**src/rtl/apod_sum_pkg.sv**
```systemverilog
// apod_sum_pkg
//   Shared defaults and helpers for the apodization / beam-sum stage.
//   - DEF_* : default channel count, sample width, weight width, line length
//   - unity_weight() / UNITY_WEIGHT : weight value meaning x1.0 in Q1.(W-1)
//   - out_width() : full-precision output width of the weighted sum
package apod_sum_pkg;

    localparam int DEF_NUM_CH           = 8;
    localparam int DEF_DATA_WIDTH       = 16;
    localparam int DEF_WEIGHT_WIDTH     = 8;
    localparam int DEF_SAMPLES_PER_LINE = 1024;

    function automatic int unity_weight(input int weight_width);
        return 1 << (weight_width - 1);
    endfunction

    localparam int UNITY_WEIGHT = unity_weight(DEF_WEIGHT_WIDTH);

    // product width plus one growth bit per adder-tree level
    function automatic int out_width(input int num_ch, input int data_width,
                                     input int weight_width);
        return data_width + weight_width + $clog2(num_ch);
    endfunction

endpackage

```
**src/rtl/apod_sum_if.sv**
```systemverilog
// apod_sum_if
//   Bundles the sample stream, weight write port and beamformed output.
//   master : drives din/din_valid/line_start and weight writes, receives dout*
//   slave  : the apod_sum block itself
interface apod_sum_if #(
    parameter int NUM_CH       = apod_sum_pkg::DEF_NUM_CH,
    parameter int DATA_WIDTH   = apod_sum_pkg::DEF_DATA_WIDTH,
    parameter int WEIGHT_WIDTH = apod_sum_pkg::DEF_WEIGHT_WIDTH,
    parameter int OUT_WIDTH    = apod_sum_pkg::out_width(NUM_CH, DATA_WIDTH, WEIGHT_WIDTH)
);

    logic [NUM_CH*DATA_WIDTH-1:0]   din;
    logic                           din_valid;
    logic                           line_start;
    logic                           w_wr_en;
    logic [$clog2(NUM_CH)-1:0]      w_wr_addr;
    logic [WEIGHT_WIDTH-1:0]        w_wr_data;
    logic signed [OUT_WIDTH-1:0]    dout;
    logic                           dout_valid;
    logic                           dout_last;

    modport master (
        output din, din_valid, line_start, w_wr_en, w_wr_addr, w_wr_data,
        input  dout, dout_valid, dout_last
    );

    modport slave (
        input  din, din_valid, line_start, w_wr_en, w_wr_addr, w_wr_data,
        output dout, dout_valid, dout_last
    );

endinterface

```
**src/rtl/apod_adder_tree.sv**
```systemverilog
// apod_adder_tree
//   Pipelined signed adder tree, one register level per pairwise add.
//   Each level widens by one bit so the sum never overflows.
//   Ports:
//     clk, reset (async, active-low)
//     in_valid/in_last/in_data : NUM_IN packed signed words of IN_WIDTH
//     out_valid/out_last/out_data : sum, IN_WIDTH+log2(NUM_IN) bits,
//                                   $clog2(NUM_IN) cycles after the input
//   Data registers load only on valid, so out_data holds between samples.
module apod_adder_tree #(
    parameter int NUM_IN   = 8,
    parameter int IN_WIDTH = 24,
    localparam int LEVELS  = $clog2(NUM_IN)
) (
    input  logic                          clk,
    input  logic                          reset,
    input  logic                          in_valid,
    input  logic                          in_last,
    input  logic [NUM_IN*IN_WIDTH-1:0]    in_data,
    output logic                          out_valid,
    output logic                          out_last,
    output logic [IN_WIDTH+LEVELS-1:0]    out_data
);

    for (genvar l = 1; l <= LEVELS; l++) begin : lvl_g
        localparam int N = NUM_IN >> l;
        localparam int W = IN_WIDTH + l;

        logic [2*N*(W-1)-1:0] prev_data;
        logic                 prev_valid;
        logic                 prev_last;
        logic [N*W-1:0]       sum_d;
        logic [N*W-1:0]       sum_q;
        logic                 valid_d;
        logic                 valid_q;
        logic                 last_d;
        logic                 last_q;

        if (l == 1) begin : g_src
            assign prev_data  = in_data;
            assign prev_valid = in_valid;
            assign prev_last  = in_last;
        end else begin : g_src
            assign prev_data  = lvl_g[l-1].sum_q;
            assign prev_valid = lvl_g[l-1].valid_q;
            assign prev_last  = lvl_g[l-1].last_q;
        end

        always_comb begin
            sum_d   = sum_q;
            valid_d = prev_valid;
            last_d  = prev_valid & prev_last;
            if (prev_valid) begin
                for (int j = 0; j < N; j++) begin
                    // explicit sign extension by one bit before the add
                    sum_d[j*W +: W] =
                        {prev_data[(2*j+1)*(W-1)-1], prev_data[2*j*(W-1) +: W-1]} +
                        {prev_data[(2*j+2)*(W-1)-1], prev_data[(2*j+1)*(W-1) +: W-1]};
                end
            end
        end

        always_ff @(posedge clk or negedge reset) begin
            if (!reset) begin
                sum_q   <= '0;
                valid_q <= 1'b0;
                last_q  <= 1'b0;
            end else begin
                sum_q   <= sum_d;
                valid_q <= valid_d;
                last_q  <= last_d;
            end
        end
    end

    assign out_data  = lvl_g[LEVELS].sum_q;
    assign out_valid = lvl_g[LEVELS].valid_q;
    assign out_last  = lvl_g[LEVELS].last_q;

endmodule

```
**src/rtl/apod_sum.sv**
```systemverilog
// apod_sum
//   Apodization and channel sum for the beamformer. Each valid cycle every
//   channel sample is multiplied by its weight (Q1.(WEIGHT_WIDTH-1),
//   unsigned), then all products are summed in a pipelined adder tree.
//   Ports:
//     clk, reset (async, active-low)
//     bus (apod_sum_if.slave): din/din_valid/line_start, weight write port,
//                              dout/dout_valid/dout_last
//   Latency din_valid -> dout_valid is 1 + log2(NUM_CH) cycles.
//   dout_last marks sample SAMPLES_PER_LINE-1 of each scan line.
module apod_sum import apod_sum_pkg::*; #(
    parameter int NUM_CH           = DEF_NUM_CH,
    parameter int DATA_WIDTH       = DEF_DATA_WIDTH,
    parameter int WEIGHT_WIDTH     = DEF_WEIGHT_WIDTH,
    parameter int SAMPLES_PER_LINE = DEF_SAMPLES_PER_LINE,
    parameter int OUT_WIDTH        = out_width(NUM_CH, DATA_WIDTH, WEIGHT_WIDTH)
) (
    input  logic        clk,
    input  logic        reset,
    apod_sum_if.slave   bus
);

    localparam int PW = DATA_WIDTH + WEIGHT_WIDTH;
    localparam int CW = $clog2(SAMPLES_PER_LINE);
    localparam logic [WEIGHT_WIDTH-1:0] W_UNITY = WEIGHT_WIDTH'(unity_weight(WEIGHT_WIDTH));

    logic [WEIGHT_WIDTH-1:0] weight_d [NUM_CH];
    logic [WEIGHT_WIDTH-1:0] weight_q [NUM_CH];

    logic [NUM_CH*PW-1:0]    prod_d;
    logic [NUM_CH*PW-1:0]    prod_q;
    logic                    valid0_d;
    logic                    valid0_q;
    logic                    last0_d;
    logic                    last0_q;

    logic [CW-1:0]           cnt_d;
    logic [CW-1:0]           cnt_q;
    logic [CW-1:0]           cnt_base;
    logic                    at_last;

    // The multiplier reads weight_q, so a sample accepted in the same cycle
    // as a write still sees the old weight.
    always_comb begin
        weight_d = weight_q;
        if (bus.w_wr_en) begin
            weight_d[bus.w_wr_addr] = bus.w_wr_data;
        end
    end

    always_comb begin
        prod_d   = prod_q;
        valid0_d = bus.din_valid;
        if (bus.din_valid) begin
            for (int k = 0; k < NUM_CH; k++) begin
                prod_d[k*PW +: PW] =
                    PW'($signed(bus.din[k*DATA_WIDTH +: DATA_WIDTH])) *
                    PW'($signed({1'b0, weight_q[k]}));
            end
        end
    end

    // line_start rebases the count to 0 before this cycle's sample is indexed
    always_comb begin
        cnt_base = bus.line_start ? '0 : cnt_q;
        at_last  = (cnt_base == CW'(SAMPLES_PER_LINE - 1));
        cnt_d    = cnt_base;
        if (bus.din_valid) begin
            cnt_d = at_last ? '0 : cnt_base + CW'(1);
        end
        last0_d  = bus.din_valid & at_last;
    end

    always_ff @(posedge clk or negedge reset) begin
        if (!reset) begin
            for (int k = 0; k < NUM_CH; k++) begin
                weight_q[k] <= W_UNITY;
            end
            prod_q   <= '0;
            valid0_q <= 1'b0;
            last0_q  <= 1'b0;
            cnt_q    <= '0;
        end else begin
            weight_q <= weight_d;
            prod_q   <= prod_d;
            valid0_q <= valid0_d;
            last0_q  <= last0_d;
            cnt_q    <= cnt_d;
        end
    end

    logic [OUT_WIDTH-1:0] tree_data;
    logic                 tree_valid;
    logic                 tree_last;

    apod_adder_tree #(
        .NUM_IN   (NUM_CH),
        .IN_WIDTH (PW)
    ) u_tree (
        .clk       (clk),
        .reset     (reset),
        .in_valid  (valid0_q),
        .in_last   (last0_q),
        .in_data   (prod_q),
        .out_valid (tree_valid),
        .out_last  (tree_last),
        .out_data  (tree_data)
    );

    assign bus.dout       = tree_data;
    assign bus.dout_valid = tree_valid;
    assign bus.dout_last  = tree_last;

endmodule

```
**src/flat_wrapper.sv**
```systemverilog
// flat-port wrapper written by rule: the top's interface ports become plain ports
module apod_sum_flat import apod_sum_pkg::*;
#(
    parameter int NUM_CH           = DEF_NUM_CH,
    parameter int DATA_WIDTH       = DEF_DATA_WIDTH,
    parameter int WEIGHT_WIDTH     = DEF_WEIGHT_WIDTH,
    parameter int SAMPLES_PER_LINE = DEF_SAMPLES_PER_LINE,
    parameter int OUT_WIDTH        = out_width(NUM_CH, DATA_WIDTH, WEIGHT_WIDTH)
)
  (clk, reset, bus_din, bus_din_valid, bus_line_start, bus_w_wr_en, bus_w_wr_addr, bus_w_wr_data, bus_dout, bus_dout_valid, bus_dout_last);
  apod_sum_if #(.NUM_CH(NUM_CH), .DATA_WIDTH(DATA_WIDTH), .WEIGHT_WIDTH(WEIGHT_WIDTH), .OUT_WIDTH(OUT_WIDTH)) bus_i ();
  input  logic clk;
  input  logic reset;
  input wire logic [$bits(bus_i.din)-1:0] bus_din;
  input wire logic [$bits(bus_i.din_valid)-1:0] bus_din_valid;
  input wire logic [$bits(bus_i.line_start)-1:0] bus_line_start;
  input wire logic [$bits(bus_i.w_wr_en)-1:0] bus_w_wr_en;
  input wire logic [$bits(bus_i.w_wr_addr)-1:0] bus_w_wr_addr;
  input wire logic [$bits(bus_i.w_wr_data)-1:0] bus_w_wr_data;
  output wire logic [$bits(bus_i.dout)-1:0] bus_dout;
  output wire logic [$bits(bus_i.dout_valid)-1:0] bus_dout_valid;
  output wire logic [$bits(bus_i.dout_last)-1:0] bus_dout_last;
  assign bus_i.din = bus_din;
  assign bus_i.din_valid = bus_din_valid;
  assign bus_i.line_start = bus_line_start;
  assign bus_i.w_wr_en = bus_w_wr_en;
  assign bus_i.w_wr_addr = bus_w_wr_addr;
  assign bus_i.w_wr_data = bus_w_wr_data;
  assign bus_dout = bus_i.dout;
  assign bus_dout_valid = bus_i.dout_valid;
  assign bus_dout_last = bus_i.dout_last;
  apod_sum #(.NUM_CH(NUM_CH), .DATA_WIDTH(DATA_WIDTH), .WEIGHT_WIDTH(WEIGHT_WIDTH), .SAMPLES_PER_LINE(SAMPLES_PER_LINE), .OUT_WIDTH(OUT_WIDTH)) u_core (.clk(clk), .reset(reset), .bus(bus_i));
endmodule
```
**config.mk**
```make
export PLATFORM = sky130hd
export DESIGN_NAME = apod_sum_flat
export DESIGN_NICKNAME = d
export VERILOG_FILES = /design/src/rtl/apod_sum_pkg.sv /design/src/rtl/apod_sum_if.sv /design/src/rtl/apod_adder_tree.sv /design/src/rtl/apod_sum.sv /design/src/flat_wrapper.sv
export SDC_FILE = /design/constraint.sdc
export NUM_CORES = 2
export LEC_CHECK = 0
export ABC_AREA = 1
export BUFFER_PORTS_ARGS = -buffer_cell sky130_fd_sc_hd__buf_2
export CELL_PAD_IN_SITES_DETAIL_PLACEMENT = 1
export CELL_PAD_IN_SITES_GLOBAL_PLACEMENT = 1
export CORE_MARGIN = 1.5
export CORE_UTILIZATION = 43
export CTS_BUF_LIST = sky130_fd_sc_hd__clkbuf_8 sky130_fd_sc_hd__clkbuf_16
export CTS_CLUSTER_SIZE = 14
export DETAILED_ROUTE_END_ITERATION = 8
export PLACE_DENSITY_LB_ADDON = 0.1
export SYNTH_ARGS = -nofsm -noshare
export SYNTH_HDL_FRONTEND = slang
export SYNTH_SLANG_ARGS = --single-unit
```
**constraint.sdc**
```tcl
create_clock -name clk -period 4.4 [get_ports clk]
set_input_delay 0.44 -clock clk [delete_from_list [all_inputs] [get_ports clk]]
set_output_delay 0.44 -clock clk [all_outputs]
set_load 0.02 [all_outputs]
```
### After elaboration in Yosys (flattened, before gate mapping)

Index checks and enable logic that the tools add are counted.

| storage, ports and cells | value |
|---|---|
| register bits after elaboration | 453 |
| output and inout port bits | 29 |

| operators by class | value |
|---|---|
| $add $sub $neg | 8 |
| multiply operators | 8 |
| order comparisons | 2 |
| equal/unequal tests | 1 |
| mux-type cells | 6 |
| bitwise gates (word level) | 5 |
| reduce and logical (&&, ||, !) cells | 1 |

Operators with widths:

| operator | count |
|---|---|
| $mul A16 B9 Y24 | 8 |
| $add A24 B24 Y25 | 4 |
| $bwmux W64 | 1 |
| $add A25 B25 Y26 | 2 |
| $mux W10 | 3 |
| $add A26 B26 Y27 | 1 |
| $demux W8 S3 | 1 |
| $add A10 B1 Y10 const B | 1 |
| $eq A10 B10 Y1 const B | 1 |
| $mux W8 | 1 |
| $and A1 B1 Y1 | 4 |
| $ge A4 B4 Y1 const B | 1 |
| $lt A4 B1 Y1 const B | 1 |
| $not A3 Y4 | 1 |
| $logic_and A1 B1 Y1 | 1 |

### Longest topological paths before layout

| logic depth | value |
|---|---|
| word-level depth | 6 |
| depth in mapped cells | 24 |

### By module

A second synthesis with hierarchy kept.

| second synthesis, totals | value |
|---|---|
| cell total of the unflattened synthesis | 10,166 |
| area total of the unflattened synthesis | 68,742.2 um2 |

By module, submodules not included:

| module | instances | cells an instance | area each (um2) | seq. area each (um2) |
|---|---|---|---|---|
| apod_sum | 1 | 6,987 | 49,762.7 | 6,716.4 |
| apod_adder_tree | 1 | 3,179 | 18,979.5 | 4,629.4 |

### Least setup slack after synthesis

OpenSTA, ideal clock, no wires.

| timing | value |
|---|---|
| kind | register to register |
| start point | reg u_core.weight_q[8] (netlist bit) |
| end point | reg u_core.prod_q[160] |
| setup time | 0.118 ns |
| arrival time | 4.249 ns |
| setup slack | 0.033 ns |
| cell stages (with the launch flop) | 18 |
| buffers on the path | 2 |
| period minus slack after synthesis | 4.367 ns |
| path through | dfrtp_1 -> clkbuf_1 -> clkbuf_1 -> nand2_1 -> fa_1 -> inv_1 -> fa_1 -> fa_1 -> inv_1 -> fa_1 -> inv_1 -> ha_1 -> a21oi_1 -> o21ai_0 -> nand3b_1 -> or2_2 -> nand3_1 -> nand2_1 |

| on the way | value |
|---|---|
| cells in the longest elaborated chain, start to end | 1 |

Ends and longest elaborated chain:

| element | line | source |
|---|---|---|
| start: declaration | apod_sum.sv:28 | `logic [WEIGHT_WIDTH-1:0] weight_q [NUM_CH];` |
| start signal: assignment | apod_sum.sv:84 | `weight_q <= weight_d;` |
| $mul A16 B9 Y24 | apod_sum.sv:57 | `PW'($signed(bus.din[k*DATA_WIDTH +: DATA_WIDTH])) *` |
| end signal: assignment | apod_sum.sv:85 | `prod_q <= prod_d;` |
| end: declaration | apod_sum.sv:31 | `logic [NUM_CH*PW-1:0] prod_q;` |

Every way passes these cells.
A chain may end at the register's enable or synchronous reset.

### Final worst setup path

| timing | value |
|---|---|
| start point | reg u_core.weight_q[58] (netlist bit) |
| end point | reg u_core.prod_q[10] |

Same word-level chain as after synthesis.

==> results.md <==
- The run finished with clean final reports.
- The normalized max-slew margin is 22.94%.
- STA classifies the critical path startpoint as a flop.
- After detailed routing, the average wire length per cell comes to 18.55 um.
- The initial antenna violation count was 9.
- The average instance in the mapped netlist occupies 6.923 um2.
- Once placement completed, the tool counted placed cells totaling 12053.
- Clock latency on the worst-skew pair, taken at its later pin, is 690 ps.
- The cell that appears most often on the critical path is nand2_1.
- Grouping stages by cell kind, the critical path spends the most delay in adder cells.
- The setup path with the least slack is of type reg2reg.
- The area of the core region is 154600 um2.
- The maximum single-stage delay on the critical path is 620 ps.
- The residual antenna-violating net count after detailed routing is 0.
- The number of max-cap violations is 0.
- For this configuration, the core starts out at a cell density of 43.49%.
- Sequential elements use 16.88% of the synthesized area.
- In this run the critical register-to-register path is launched from u_core.weight_q[58].
- Dividing the final minimum period by the clock period gives 99.91%.
- Yosys mapped a number of flops with a built-in enable equal to 0.
- The reg-to-reg setup timing slack is 4 ps.
- The met3 layer wire length in the routed design is 7301 um.
- The worst hold path was traced through 3 stages.
- The path with the worst hold slack has its endpoint at u_core.prod_q[96].
- The final net count is 11663.
- Detailed placement finished with a half-perimeter wire length of 184500 um.
- No sink is reached through more buffers than the 3 on the longest clock path.
- TritonCTS built the clock tree.
- Entering global routing, the biggest net connects 130 pins.
- The overall fraction of global-route tracks in use is 28.50%.
- For this run, the top clock speed supported by timing is 0.2275 GHz.
- Clock tree synthesis selected as its root buffer the cell clkbuf_16.
- The violation count after the first detailed-routing iteration is 3170.
- The clock drives 453 sinks.
- The worst endpoint data arrival time is 4940 ps.
- After synthesis the cells add up to 67230 um2.
- The library cells used most frequently in the layout, excluding fill and tap cells, are nand2_1 (3138), inv_1 (2293), fa_1 (778), buf_4 (506), nand3_1 (462).
- Counting both buffers and inverters, the worst setup path holds a total of 4.
- The compound-cell area share of the yosys netlist is 5.384%.
- The clock slew at the register clock pins of the worst setup and hold paths is 70 ps.
- The final estimated routing congestion in global placement is 0.9136.
- Along the worst path, the maximum fanout reaches 6.
- The detailed router put a total of 101900 um of wire on met1.
- The largest family of logic cells by synthesized area is adder cells.
- The total global routing overflow is 0.
- The die outline width is 398.4 um.
- The number of global-route vias before repair is 67123.
- The required time at the worst-slack endpoint is 4940 ps.
- The post-synthesis xor/xnor area fraction is 2.058%.
- When the netlist entered floorplanning its net count stood at 11211.
- The cell count after synthesis is 9711.
- The number of buffer cells added on primary ports is 172.
- The filler cells instantiated in the layout total 20027.
- The start point of the worst hold path is bus_din[64].
- For the pin with the worst max-slew slack, the measured transition is 1152 ps.
- Yosys printed 0 warnings.
- In this run the worst hold path is classified as in2reg.
- The critical path goes through buf_6, nand2_1, fa_1, inv_2, fa_1, inv_1, fa_2, fa_1, inv_2, ha_4, nand2_2, nand2_1, nand2_1, nand3_1, a21o_1, or2_2, nand3_1, nand2_1.
- In this run, synthesis produced a sequential element count of 453.
- The level count of the clock H-tree is 2.
- For this run, the leading register cell type out of synthesis is dfrtp_1.
- The final wirelength is 227400 um.
- 173 I/O pins were placed.
- The cell with the biggest individual delay on the critical path is fa_1.
- Summed over all nets, wire length on met2 after detailed routing comes to 110100 um.
- In the synthesized netlist the async set-or-reset flop fraction comes to 100.0%.
- The endpoint of the worst register-to-register path is u_core.prod_q[10].
- The first global-routing pass estimated 360300 um of wire.
- The smallest clock period supported by the final layout is computed as 4396 ps.
- Leaving out fill and tap cells, the most frequent cell in the layout is nand2_1.
- The overall die area is 158700 um2.
- Measured along the y axis, the die boundary spans 398.4 um.
- The detailed-routing iteration count for the pre-antenna-repair pass is 5.
- Setup violations remaining at the end of the flow were counted as 0.
- The highest layer used for signal routing is met5.
- The simple-gate share of the synthesized area is 26.56%.
- The count of pins over their slew limit is 0.
- The number of hold violations in the final report is 0.
- Excluding fillers, the count of instances in the completed layout stands at 12264.
- After detailed routing, the number of remaining DRC violations is 0.
- Setup repair after global routing could not meet its margin everywhere.
- The category of the worst setup path capture point is a flop.
- The area share of fa/ha/maj cells after synthesis is 34.25%.
- The synthesis-to-finish area growth is 16.74%.
- In the routed layout, each cell is associated on average with a via count of 5.063.
- Detailed routing inserted a total of 62093 vias.
- In the final layout, the share of cells above drive strength 1 is 13.51%.
- Measured against the total synthesized area, the mux share comes to 0%.
- The clock arrives with 40.80 ps of skew.
- The count of standard-cell rows is 144.
- The number of buffers created by CTS is 58.
- Counting distinct cell types in the post-synthesis netlist gives 38.
- Counting cells, the worst reg-to-reg path comes to 18.
-- registers in the layout, summed over array words and instances (netlist names), 2 cells and up --
name                         count
u_core.cnt_q                    10
u_core.weight_q                 64
u_core.u_tree.lvl_g.last_q       2
u_core.u_tree.lvl_g.valid_q      2
u_core.prod_q                  192
u_core.u_tree.lvl_g.sum_q      152
u_core.u_tree.out_data          27
-- cell usage after synthesis (20+ instances only) --
| cell | n | area [um2] |
|---|---|---|
| o21ai_0 | 298 | 1491 |
| clkbuf_1 | 290 | 1089 |
| dfrtp_1 | 445 | 11140 |
| or2_2 | 48 | 300.3 |
| nor3_1 | 42 | 210.2 |
| and2_1 | 21 | 131.4 |
| fa_1 | 807 | 16160 |
| a31oi_1 | 21 | 131.4 |
| nand2_1 | 3217 | 12080 |
| o21bai_1 | 21 | 157.7 |
| nand3_1 | 501 | 2507 |
| ha_1 | 549 | 6869 |
| inv_1 | 2300 | 8633 |
| nand3b_1 | 29 | 217.7 |
| xnor2_1 | 112 | 980.9 |
| nor2_1 | 423 | 1588 |
| a21o_1 | 20 | 150.1 |
| clkbuf_2 | 28 | 140.1 |
| a21oi_1 | 311 | 1556 |
| nand4_1 | 106 | 663.1 |
| xor2_1 | 46 | 402.9 |
-- area by class of cell --
class,count,area (um2),share of cell area (%)
inverter,2303,8651,11.02
clock inverter,43,514.2,0.6552
clock buffer,63,1520,1.937
tap,2044,2557,3.259
sequential,453,11410,14.54
timing repair buffer,737,5623,7.164
multi-input combinational,6610,48180,61.39
antenna,11,27.53,0.03507
-- logic make-up (layout without fill, tap and decap cells) --
| group | Yosys count | in the layout |
|---|---|---|
| buffers and inverters | 2648 | 3146 |
| AOI/OAI and AO/OA | 689 | 689 |
| adders and majority gates | 1356 | 1356 |
| xor gates and xnor gates | 158 | 158 |
| and+or+nand+nor | 4407 | 4407 |
| other | 0 | 11 |
| DFF | 453 | 453 |
-- through the flow --
| stage | hold WS, ps | area (um2) | utilization [%] | setup TNS (ps) | setup slack [ps] |
|---|---|---|---|---|---|
| 6_report | 125.5 | 78480 | 50.77 | 0 | 4.089 |
| 5_1_grt | 117.1 | 78470 | 50.76 | -2354 | -166.9 |
| 4_1_cts | 84.10 | 75600 | 48.90 | 0 | 1.128 |
| 3_5_place_dp | 437.5 | 73140 | 47.31 | -7273 | -282.2 |
| 3_3_place_gp | 425.4 | 73140 | 47.31 | -2725 | -187.3 |
| 2_1_floorplan | 144.4 | 67230 | - | 0 | 33.13 |
-- worst max path at each step --
stage	cells past startpoint	to	startpoint	slack, ps
after floorplan	17	u_core.prod_q[160]	u_core.weight_q[8]	30
after global placement	19	u_core.prod_q[67]	bus_din[40]	-190
after detailed placement	16	u_core.prod_q[39]	u_core.weight_q[48]	-280
after CTS	15	u_core.prod_q[60]	u_core.weight_q[43]	1
after global routing	19	u_core.prod_q[14]	u_core.weight_q[58]	-170
final	18	u_core.prod_q[10]	u_core.weight_q[58]	4
-- per-layer routing --
layer	track usage (%)	up-vias
met3	2.045	262
met5	0	-
met2	49.14	931
li1	-	29696
met1	37.95	31198
met4	9.153	6
-- timing repair --
action                                 CTS  global route
resized for setup                       78           513
endpoints found under the hold margin   55             0
pin swaps                                2           111
hold buffers                             1             0
gates cloned                             0             0
setup buffers                           28            65
setup endpoints to repair               80           112
-- worst register-to-register path: stages, from the launching register on --
cell	delay, ps
dfrtp_2	490
buf_6	140
nand2_1	70
fa_1	620
inv_2	50
fa_1	510
inv_1	70
fa_2	580
fa_1	460
inv_2	90
ha_4	210
nand2_2	80
nand2_1	70
nand2_1	60
nand3_1	80
a21o_1	200
or2_2	280
nand3_1	110
nand2_1	80
Power is not shown: default switching activity piles up to over one toggle a cycle in this logic, so the estimate is an artifact.
